===== src/rtl/echo_tap_mixer.sv =====
// rtl/echo_tap_mixer.sv - tap select, ramped wet gain and dry/wet mix with declicked tap switching
// Define ECHO_MIX_SAT_EN for a saturating output with sat_flag; by default the sum wraps.
module echo_tap_mixer #(
    parameter int DW       = 8,
    parameter int GAIN_W   = 4,
    parameter int RAMP_DIV = 16
) (
    input  logic              clk,
    input  logic              rst,
    input  logic              in_valid,
    input  logic [DW-1:0]     dry_in,
    input  logic [DW-1:0]     tap0,
    input  logic [DW-1:0]     tap1,
    input  logic [DW-1:0]     tap2,
    input  logic [DW-1:0]     tap3,
    input  logic [1:0]        tap_sel,
    input  logic [GAIN_W-1:0] gain_tgt,
    output logic              out_valid,
    output logic [DW-1:0]     out_data,
    output logic              busy,
    output logic              sat_flag
);

    typedef enum logic [1:0] {IDLE, FADE_OUT, SWITCH, FADE_IN} state_t;

    localparam int CW = (RAMP_DIV > 1) ? $clog2(RAMP_DIV) : 1;
    localparam int PW = DW + GAIN_W + 1;

    state_t            state, state_nxt;
    logic [CW-1:0]     ramp_cnt;
    logic              step;
    logic [GAIN_W-1:0] cur_gain, gain_nxt, gain_toward;
    logic [1:0]        active_sel, sel_nxt;

    assign step = (ramp_cnt == CW'(RAMP_DIV - 1));
    assign busy = (state != IDLE);

    // One-LSB move toward the live target, only on a ramp step.
    always_comb begin
        gain_toward = cur_gain;
        if (step && (cur_gain < gain_tgt))
            gain_toward = cur_gain + 1'b1;
        else if (step && (cur_gain > gain_tgt))
            gain_toward = cur_gain - 1'b1;
    end

    always_comb begin
        state_nxt = state;
        gain_nxt  = cur_gain;
        sel_nxt   = active_sel;
        case (state)
            IDLE: begin
                gain_nxt = gain_toward;
                if (tap_sel != active_sel)
                    state_nxt = FADE_OUT;
            end
            FADE_OUT: begin
                if (cur_gain == '0)
                    state_nxt = SWITCH;
                else if (step)
                    gain_nxt = cur_gain - 1'b1;
            end
            SWITCH: begin
                sel_nxt   = tap_sel;
                state_nxt = FADE_IN;
            end
            default: begin
                gain_nxt = gain_toward;
                if (gain_toward == gain_tgt)
                    state_nxt = IDLE;
            end
        endcase
    end

    always_ff @(posedge clk) begin
        if (rst) begin
            state      <= IDLE;
            cur_gain   <= '0;
            active_sel <= '0;
            ramp_cnt   <= '0;
        end else begin
            state      <= state_nxt;
            cur_gain   <= gain_nxt;
            active_sel <= sel_nxt;
            if ((state_nxt != state) || step)
                ramp_cnt <= '0;
            else
                ramp_cnt <= ramp_cnt + 1'b1;
        end
    end

    // Stage 1: capture dry and the currently active tap.
    logic                 s1_valid;
    logic signed [DW-1:0] s1_dry, s1_tap;
    logic [DW-1:0]        tap_mux;

    always_comb begin
        case (active_sel)
            2'd0:    tap_mux = tap0;
            2'd1:    tap_mux = tap1;
            2'd2:    tap_mux = tap2;
            default: tap_mux = tap3;
        endcase
    end

    always_ff @(posedge clk) begin
        if (rst)
            s1_valid <= 1'b0;
        else
            s1_valid <= in_valid;
    end

    always_ff @(posedge clk) begin
        if (in_valid) begin
            s1_dry <= dry_in;
            s1_tap <= tap_mux;
        end
    end

    // Stage 2: scale, shift back to sample range, mix.
    logic signed [PW-1:0] tap_ext, gain_ext, prod, wet, sum_full;
    logic [DW-1:0]        mixed;
    logic                 clip;

    assign tap_ext  = PW'(s1_tap);
    assign gain_ext = PW'({1'b0, cur_gain});
    assign prod     = tap_ext * gain_ext;
    assign wet      = prod >>> GAIN_W;
    assign sum_full = PW'(s1_dry) + wet;

`ifdef ECHO_MIX_SAT_EN
    localparam logic signed [PW-1:0] SUM_MAX = PW'((1 << (DW - 1)) - 1);
    localparam logic signed [PW-1:0] SUM_MIN = -SUM_MAX - 1;

    always_comb begin
        mixed = sum_full[DW-1:0];
        clip  = 1'b0;
        if (sum_full > SUM_MAX) begin
            mixed = SUM_MAX[DW-1:0];
            clip  = 1'b1;
        end else if (sum_full < SUM_MIN) begin
            mixed = SUM_MIN[DW-1:0];
            clip  = 1'b1;
        end
    end
`else
    logic unused_sum_hi;
    assign mixed         = sum_full[DW-1:0];
    assign clip          = 1'b0;
    assign unused_sum_hi = ^sum_full[PW-1:DW];
`endif

    always_ff @(posedge clk) begin
        if (rst) begin
            out_valid <= 1'b0;
            out_data  <= '0;
            sat_flag  <= 1'b0;
        end else begin
            out_valid <= s1_valid;
            sat_flag  <= s1_valid & clip;
            if (s1_valid)
                out_data <= mixed;
        end
    end

endmodule


===== config.mk =====
export PLATFORM = sky130hd
export DESIGN_NAME = echo_tap_mixer
export DESIGN_NICKNAME = d
export VERILOG_FILES = /design/src/rtl/echo_tap_mixer.sv
export SDC_FILE = /design/constraint.sdc
export NUM_CORES = 1
export LEC_CHECK = 0
export BUFFER_PORTS_ARGS = -buffer_cell sky130_fd_sc_hd__buf_2
export CORE_UTILIZATION = 40
export CTS_BUF_LIST = sky130_fd_sc_hd__clkbuf_8
export CTS_CLUSTER_DIAMETER = 150
export DETAILED_ROUTE_END_ITERATION = 16
export PLACE_DENSITY = 0.63
export SYNTH_ARGS = -nofsm -noshare
export SYNTH_HDL_FRONTEND = slang
export SYNTH_SLANG_ARGS = --single-unit

===== constraint.sdc =====
create_clock -name clk -period 5.2 [get_ports clk]
set_input_delay 0.52 -clock clk [delete_from_list [all_inputs] [get_ports clk]]
set_output_delay 0.52 -clock clk [all_outputs]
set_load 0.1 [all_outputs]

== Yosys cells after proc, flatten, opt, wreduce, memory -nomap -nowiden ==
Index checks and enable logic that the tools add are counted.
Cells by class
  add/sub/neg operators: 4
  multipliers: 1
  order comparisons: 2
  equality and inequality tests: 10
  mux-type cells: 10
  bitwise gates (word level): 1
  reductions and logical operators: 9
Operator list (number)
  $pmux W8 S3: 1
  $mux W4: 4
  $mul A8 B5 Y12: 1
  $add A4 B1 Y4 const B: 2
  $add A8 B8 Y8: 1
  $pmux W4 S2: 1
  $mux W2: 3
  $pmux W2 S3: 1
  $eq A2 B1 Y1 const B: 2
  $eq A2 B2 Y1 const B: 2
  $eq A4 B4 Y1: 1
  $eq A4 B4 Y1 const B: 1
  $gt A4 B4 Y1: 1
  $logic_not A2 Y1: 2
  $logic_not A4 Y1: 1
  $lt A4 B4 Y1: 1
  $ne A2 B2 Y1: 2
  $ne A2 B2 Y1 const B: 2
  $sub A4 B1 Y4 const B: 1
  $reduce_and A3 Y1: 1
  $logic_and A1 B1 Y1: 2
  $reduce_bool A2 Y1: 1
  $reduce_or A2 Y1: 1
  $logic_or A1 B1 Y1: 1
  $not A1 Y1: 1
Word-level totals
  register bits: 38
  input port bits: 49
  output and inout port bits: 11
  logic and storage cells: 46

== Logic depth before layout (Yosys ltp) ==
Gate-level depths: netlist (run 1).
  depth in word-level cells: 10
  mapped depth: 23
  depth with buffers taken out: 21

== Worst setup path after synthesis (run 1) ==
Ideal clock, no wire load.
  path type: reg2reg
  start: register cur_gain[2]
  end: register out_data[7]
  library setup time: 86 ps
  arrival time: 4640 ps
  path slack: 474 ps
  stages on the path, launching flop included: 23
  clock period less this slack: 4726 ps
  cell sequence: dfxtp_1 > buf_6 > clkbuf_1 > and2_1 > ha_1 > fa_1 > inv_1 > fa_1 > inv_1 > ha_1 > nand4_1 > o2111ai_1 > a21oi_1 > nor2b_1 > nor2_1 > xnor2_1 > ha_1 > nand3_1 > o211ai_1 > o41ai_1 > xnor2_1 > xnor2_1 > a211oi_1
On the way
  cells in the longest elaborated chain, start to end: 2
RTL lines
  start, declared: line 32  | logic [GAIN_W-1:0] cur_gain, gain_nxt, gain_toward;
  start signal, assigned: line 83  | cur_gain <= gain_nxt;
  $mul A8 B5 Y12: line 127  | assign prod = tap_ext * gain_ext;
  $add A8 B8 Y8: line 129  | assign sum_full = PW'(s1_dry) + wet;
  end signal, assigned: line 162  | out_data <= mixed;
  end, declared: line 19  | output logic [DW-1:0] out_data,
Every way passes these cells.
A chain may end at the register's enable or synchronous reset.

== Worst setup path in the final report (run 1) ==
  start: register s1_tap[2]
  end: register out_data[7]
On the way
  cells in the longest elaborated chain, start to end: 2
RTL lines
  start, declared: line 94  | logic signed [DW-1:0] s1_dry, s1_tap;
  start signal, assigned: line 116  | s1_tap <= tap_mux;
  $mul A8 B5 Y12: line 127
  $add A8 B8 Y8: line 129
Every way passes these cells.

==> out/results.md, run 1 <==
• 0.0810 — share of synthesized area spent on multiplexers
• 0.937 — final worst-path cycle share
• 32 — number of standard-cell rows in the floorplan
• 3480 um — wire length on met1
• 12400 um — global-route wire length before repair
• reg -> reg — classification of the worst setup path
• 0 — antenna-violating nets left
• 0.0735 — xor-xnor portion of the synthesized cell area
• s1_tap[2] — Critical path origin
• 501 — Post-layout nets
• 2 — buffer levels on the longest clock path
• 498 — cell count after placement
• 0.213 — share of layout cells above drive strength 1
• dry_in[0] — worst min-delay path startpoint
• 93.3 um — die height
• 506 — Final Non-Filler Cells
• 0.29 ns — worst skew pair latency
• 0.00477 ns — final clock skew
• 303 uV — IR drop worst, VDD
• 0.276 — post-synthesis sequential area ratio
• flop — critical path capture point type
• 60 — number of primary I/O pins
• 93.3 um — horizontal die dimension
• 0.682 ns — worst slew pin tran
• 4 — number of search-and-repair iterations in the first detailed-routing pass
• 0 — share of flip-flops with an asynchronous set or reset after synthesis
• 0 — total congestion overflow
• 0.179 — Synth Area in Simple Gates
• clkbuf_8 — Clk Tree Root Cell
• 0.399 ns — Fin Hold WS
• 58 — count of buffers from port buffering
• flop — type of origin of the critical path
• 0 — count of buffers added by post-CTS timing repair for setup
• yes — TritonCTS clock tree
• 0.107 — post-synthesis compound-gate area fraction
• 446 — syn nets
• 0.423 — initial cell density of the core
• 2612 — vias in the first global route
• 0 — hold-fix buffer count after cts
• 128 — Iter 0 DRT Violations
• edfxtp_1, dfxtp_1, ha_1, fa_1, mux4_2 — ranking of synthesized cells by area
• 0 — final number of hold-violating endpoints
• 732 — Layout fillers
• 53 — Distinct cells, synth
• 8710 sq um — floorplan die area
• 4 — largest fanout on the critical path
• 0.144 — area share of the largest cell type after synthesis
• 0.840 — Routability Congestion
• s1_tap[2] — RR Startpoint
• buf_2 — leading cell type in the layout, fill and taps excluded
• 5.41 ns — Req. time, crit path
• 9.59 sq um — synthesized area divided by synthesized cell count
• 0 — remaining design rule violation count
• 0 — final count of negative-setup-slack endpoints
• 0 — diodes inserted
• 0.220 — Post-Synth Adder-Cell Area
• 3380 um — WL met2
• dfxtp_1 — main flop type after synthesis
• 0 — initial antenna violation count
• 472 nW/um^2 — pwr/cell area
• 5 — number of buffers created by CTS
• 2 — H-tree lvl count
• 15.8% — Area Overhead vs Synth
• 0 — max-cap check violation count
• 0.313 ns — worst setup slack before clock tree synthesis
• 7890 sq um — Core Footprint
• 0.08 ns — Clock transition at path regs
• 0 — final-report max-slew violation count
• 0 ns — setup_tns
• 2651 — vias after detailed routing
• false — unrepaired setup endpoints after global routing
• 38 — number of synthesized register bits
• edfxtp_1 — post-synth top area cell
• finished, final reports clean — result of the run
• 4.87 ns — final period demand of the worst path
• 5800 um — HPWL reported at the end of detailed placement
• adder cells — largest family of logic cells by synthesized area
• met4 — Top Layer Used
• 0.180 — aggregate global-route resource usage
• 14.5 um — wire per inst
• in -> reg — path category of the worst min-delay check
• 3340 sq um — post-synth design cell area
• 348 — synthesized instance count
• buf_2, inv_1, ha_1 — commonest non-fill, non-tap cells in the layout
• 0 — YS warnings
• 0.545 — headroom to the max-slew limit
• 7360 um — total wirelength of the detailed-routed design
• 5.08 ns — Critical Path AT
• 0.328 ns — final setup slack of the worst path
• 38 — number of clock sinks
• 0.205 GHz — highest attainable clock frequency
• 5.24 — via/cell ratio
• 16 — Post-synth EDFFs
• 0 — Resize count post-CTS
• 353 um — Met3 Wirelength
• 1.83 nW — leakage dissipation
• 24 — pin count of the biggest net entering global routing
==> area by class of cell <==
type                    count  area [sq um]  share of cell area
clock buffers               6          82.6              0.0214
clock inverters             2          60.1              0.0155
repair buffers             61           313              0.0810
inverters                  39           146              0.0379
multi-input cells         258          2210               0.573
flip-flops and latches     38           921               0.238
well taps                 102           128              0.0330
==> final timing paths <==
check                           cells past startpoint     endpoint  slack (ns)
worst max-delay path                               21  out_data[7]        0.33
worst max register to register                     21  out_data[7]        0.33
worst min register to register                      2  out_data[2]        0.49
worst min-delay path                                1    s1_dry[0]        0.40
==> registers in the layout, summed over array words and instances (netlist names) <==
register and flops:
s1_tap 8, active_sel 2, s1_dry 8, out_data 8, cur_gain 4, ramp_cnt 4, out_valid 1, state 2
s1_valid 1
==> layer usage <==
metal | vias to the layer above | track usage
li1 | 1318 | -
met2 | 68 | 0.294
met3 | 10 | 0.0228
met5 | - | 0
met1 | 1255 | 0.248
met4 | 0 | 0.0603
==> metrics by stage <==
stage / area [sq um] / power (mW) / utilization
after CTS: 3850 / 1.83 / 0.489
after global placement: 3710 / 1.48 / 0.471
after global routing: 3860 / 1.96 / 0.490
after detailed placement: 3710 / 1.49 / 0.471
final: 3860 / 1.82 / 0.490
after floorplan: 3340 / 1.29 / -
==> power breakdown <==
part           switching [mW]  internal (mW)  total [mW]
clock                   0.110          0.205       0.315
sequential             0.0739          0.372       0.446
combinational           0.647          0.416        1.06
total                   0.831          0.992        1.82
==> cells in the mapped netlist, drive strengths merged (2+ instances only) <==
master	n
mux4	8
a21oi	15
buf	5
and2	21
a211oi	5
o211ai	2
and3	2
nor3	8
o21a	3
mux2i	9
or2	2
nand2b	2
fa	16
nand2	20
nand4	6
ha	33
o21ai	10
xnor2	19
nor4	5
or3	2
inv	39
nor2b	4
dfxtp	22
o21bai	2
nand3b	2
clkbuf	8
nor2	24
edfxtp	16
xor2	9
or4	4
a21o	4
nand3	7
==> cells by family (layout without fill, tap and decap cells) <==
family,count (synthesis),after routing
AOI/OAI and AO/OA,52,52
xor gates and xnor gates,28,28
adders and majority gates,49,49
buffers and inverters,52,108
DFF,38,38
muxes,17,17
other,1,1
and+or+nand+nor,111,111
==> critical path, cell delays in order (launching register included) <==
cell       delay (ns)
edfxtp_1         0.45
and2_1           0.19
ha_1             0.29
fa_1             0.55
inv_1            0.06
fa_1             0.54
inv_1            0.04
ha_1             0.34
nand4_1          0.10
o2111ai_1        0.15
a21oi_1          0.26
nor2b_1          0.12
o211a_1          0.22
a211oi_1         0.29
xnor2_1          0.11
ha_1             0.31
nor2_1           0.05
nor2_1           0.13
o41ai_2          0.09
xnor2_1          0.14
xnor2_1          0.13
a211oi_1         0.21
Note: power is estimated with default switching activity, not from simulation.
==> inputs of run 2 (changes only) <==
--- a/config.mk
+++ b/config.mk
@@ -6,6 +6,7 @@
 export NUM_CORES = 1
 export LEC_CHECK = 0
 export BUFFER_PORTS_ARGS = -buffer_cell sky130_fd_sc_hd__buf_2
+export CORE_MARGIN = 2
 export CORE_UTILIZATION = 40
 export CTS_BUF_LIST = sky130_fd_sc_hd__clkbuf_8
 export CTS_CLUSTER_DIAMETER = 150
==> out/results.md, run 2 (synthesis gave the netlist of run 1 again) <==
• 0.39 ns — setup slack, reg-to-reg, +0.06 ns
• 1.83 nW — leakage dissipation, -0.25%
• 0.172 — aggregate global-route resource usage, -0.00863
• 0 — max-cap check violation count, unchanged
• finished, final reports clean — result of the run
• 15.8% — Area Overhead vs Synth, unchanged
• 0.475 — final core utilization, -0.0148
• 0 — final number of hold-violating endpoints, unchanged
• 0 — final-report max-slew violation count, unchanged
• 3860 sq um — post-route cell area, unchanged
• 0.592 — headroom to the max-slew limit, +0.0470
• 1.80 mW — post-layout total power, -1.1%
• 7400 um — total wirelength of the detailed-routed design, +0.57%
• 5960 um — HPWL reported at the end of detailed placement, +2.7%
• 95.3 um — horizontal die dimension, +2.1%
• 0.00625 ns — final clock skew, +0.00148 ns
• 12200 um — global-route wire length before repair, -1.2%
• 0.410 — initial cell density of the core, -0.0128
• 2 — buffer levels on the longest clock path, unchanged
• 5.41 ns — Req. time, crit path, about the same
• 4 — largest fanout on the critical path, unchanged
• 0 — diodes inserted, unchanged
• 0.08 ns — Clock transition at path regs, about the same
• 0.841 — Routability Congestion, +0.13%
• s1_tap[3] — RR Startpoint
• 0.29 ns — worst skew pair latency, about the same
• 5.21 — via/cell ratio, -0.55%
• out_data (8), s1_dry (8), s1_tap (8) — registers with the most flip-flops
• 0 — antenna-violating nets left, unchanged
• 60 — number of primary I/O pins, unchanged
• 1 — cell count of the worst hold path, unchanged
• 103 — Iter 0 DRT Violations, -20%
• 95.3 um — die height, +2.1%
• false — unrepaired setup endpoints after global routing
• 5 — number of buffers created by CTS, unchanged
• 4.81 ns — final period demand of the worst path, -0.0626 ns
• 0 ns — setup_tns, unchanged
• 0.215 — share of layout cells above drive strength 1, +0.00248
• 3720 sq um — total placed instance area, +0.10%
• flop — critical path capture point type
• 38 — number of clock sinks, unchanged
• 0 — remaining design rule violation count, unchanged
• 33 — number of standard-cell rows in the floorplan, +3.1%
• 0.925 — final worst-path cycle share, -0.0120
• 8130 sq um — Core Footprint, +3.1%
• 5.01 ns — Critical Path AT, -0.07 ns
• dry_in[2] — worst min-delay path startpoint
• s1_dry[2] — endpoint of the worst hold-timing path
• 24 — pin count of the biggest net entering global routing, unchanged
• 467 nW/um^2 — pwr/cell area, -1.1%
• 0.401 ns — Fin Hold WS, +0.00265 ns
• 2 — H-tree lvl count, unchanged
• 2652 — vias after detailed routing, +0.038%
• 316 uV — IR drop worst, VDD, +4.2%
• 58 — count of buffers from port buffering, unchanged
• buf_2, inv_1, ha_1 — commonest non-fill, non-tap cells in the layout
• 0 — initial antenna violation count, unchanged
• buf_2 — leading cell type in the layout, fill and taps excluded
• 21 — Worst Reg-to-Reg Cells, unchanged
• 501 — Post-layout nets, unchanged
• 0 — total congestion overflow, unchanged
• 4 — number of search-and-repair iterations in the first detailed-routing pass, unchanged
• out_data[7] — worst r2r dst
• 9090 sq um — floorplan die area, +4.3%
• reg -> reg — classification of the worst setup path
• 0.611 ns — worst slew pin tran, -0.0708 ns
• 14.5 um — wire per inst, about the same
• 0 — final count of negative-setup-slack endpoints, unchanged
• 0 — count of buffers added by post-CTS timing repair for setup, unchanged
• 0.208 GHz — highest attainable clock frequency, +1.3%
• in -> reg — path category of the worst min-delay check
• 2564 — vias in the first global route, -1.8%
• 0 — Resize count post-CTS, unchanged
• 0 — hold-fix buffer count after cts, unchanged
• yes — TritonCTS clock tree
• flop — type of origin of the critical path
• clkbuf_8 — Clk Tree Root Cell
## run 2: cell count changes in the layout (fill, tap and decap cells not counted), sizes merged
cell    previous run  this run
clkbuf             6         5
clkinv             0         1
## run 2: per-layer routing
| metal | global-route usage | up-vias | share of wire |
|---|---|---|---|
| met5 | 0 | - | 0 |
| met4 | 0.0531 | 0 | 0.018 |
| met3 | 0.0190 | 12 | 0.032 |
| met2 | 0.273 | 60 | 0.46 |
| met1 | 0.245 | 1261 | 0.49 |
| li1 | - | 1319 | - |
## run 2: critical path, cell delays in order (launching register included)
cell,delay (ns)
edfxtp_1,0.43
and2_1,0.19
ha_1,0.32
fa_1,0.56
inv_1,0.06
fa_1,0.53
inv_1,0.04
ha_1,0.34
nand4_1,0.11
o2111ai_1,0.17
a21oi_2,0.23
nor2b_2,0.08
o211a_1,0.21
a211oi_1,0.28
xnor2_1,0.10
ha_1,0.32
nor2_1,0.05
nor2_1,0.12
o41ai_2,0.09
xnor2_1,0.21
xnor2_1,0.09
a211oi_1,0.21
## run 2: final cells by class
| type | count | area, sq um |
|---|---|---|
| timing repair buffer | 61 | 313 |
| fill | 765 | 4270 |
| multi-input combinational | 258 | 2220 |
| clock inverter | 3 | 63.8 |
| sequential | 38 | 921 |
| tap | 105 | 131 |
| clock buffer | 5 | 68.8 |
| inverter | 39 | 146 |
## run 2: per-stage QoR
| stage | setup WS (ns) | instances |
|---|---|---|
| after CTS | 0.269 | 509 |
| after global placement | 0.444 | 501 |
| after detailed placement | 0.321 | 501 |
| final | 0.391 | 509 |
| after floorplan | 0.474 | 348 |
| after global routing | 0.0549 | 509 |
## run 2: power by group
part	switching, mW	total, mW	internal, mW
logic	0.651	1.07	0.417
clock network	0.104	0.294	0.190
registers	0.0695	0.441	0.372
total	0.825	1.80	0.978
## run 2: worst max-delay path by stage
| stage | startpoint | slack [ns] | cells after the start | to |
|---|---|---|---|---|
| after floorplan | cur_gain[2] | 0.47 | 22 | out_data[7] |
| after global placement | s1_tap[3] | 0.44 | 20 | out_data[7] |
| after CTS | s1_tap[3] | 0.27 | 20 | out_data[7] |
| final | s1_tap[3] | 0.39 | 21 | out_data[7] |
| after global routing | s1_tap[3] | 0.05 | 21 | out_data[7] |
| after detailed placement | s1_tap[3] | 0.32 | 20 | out_data[7] |
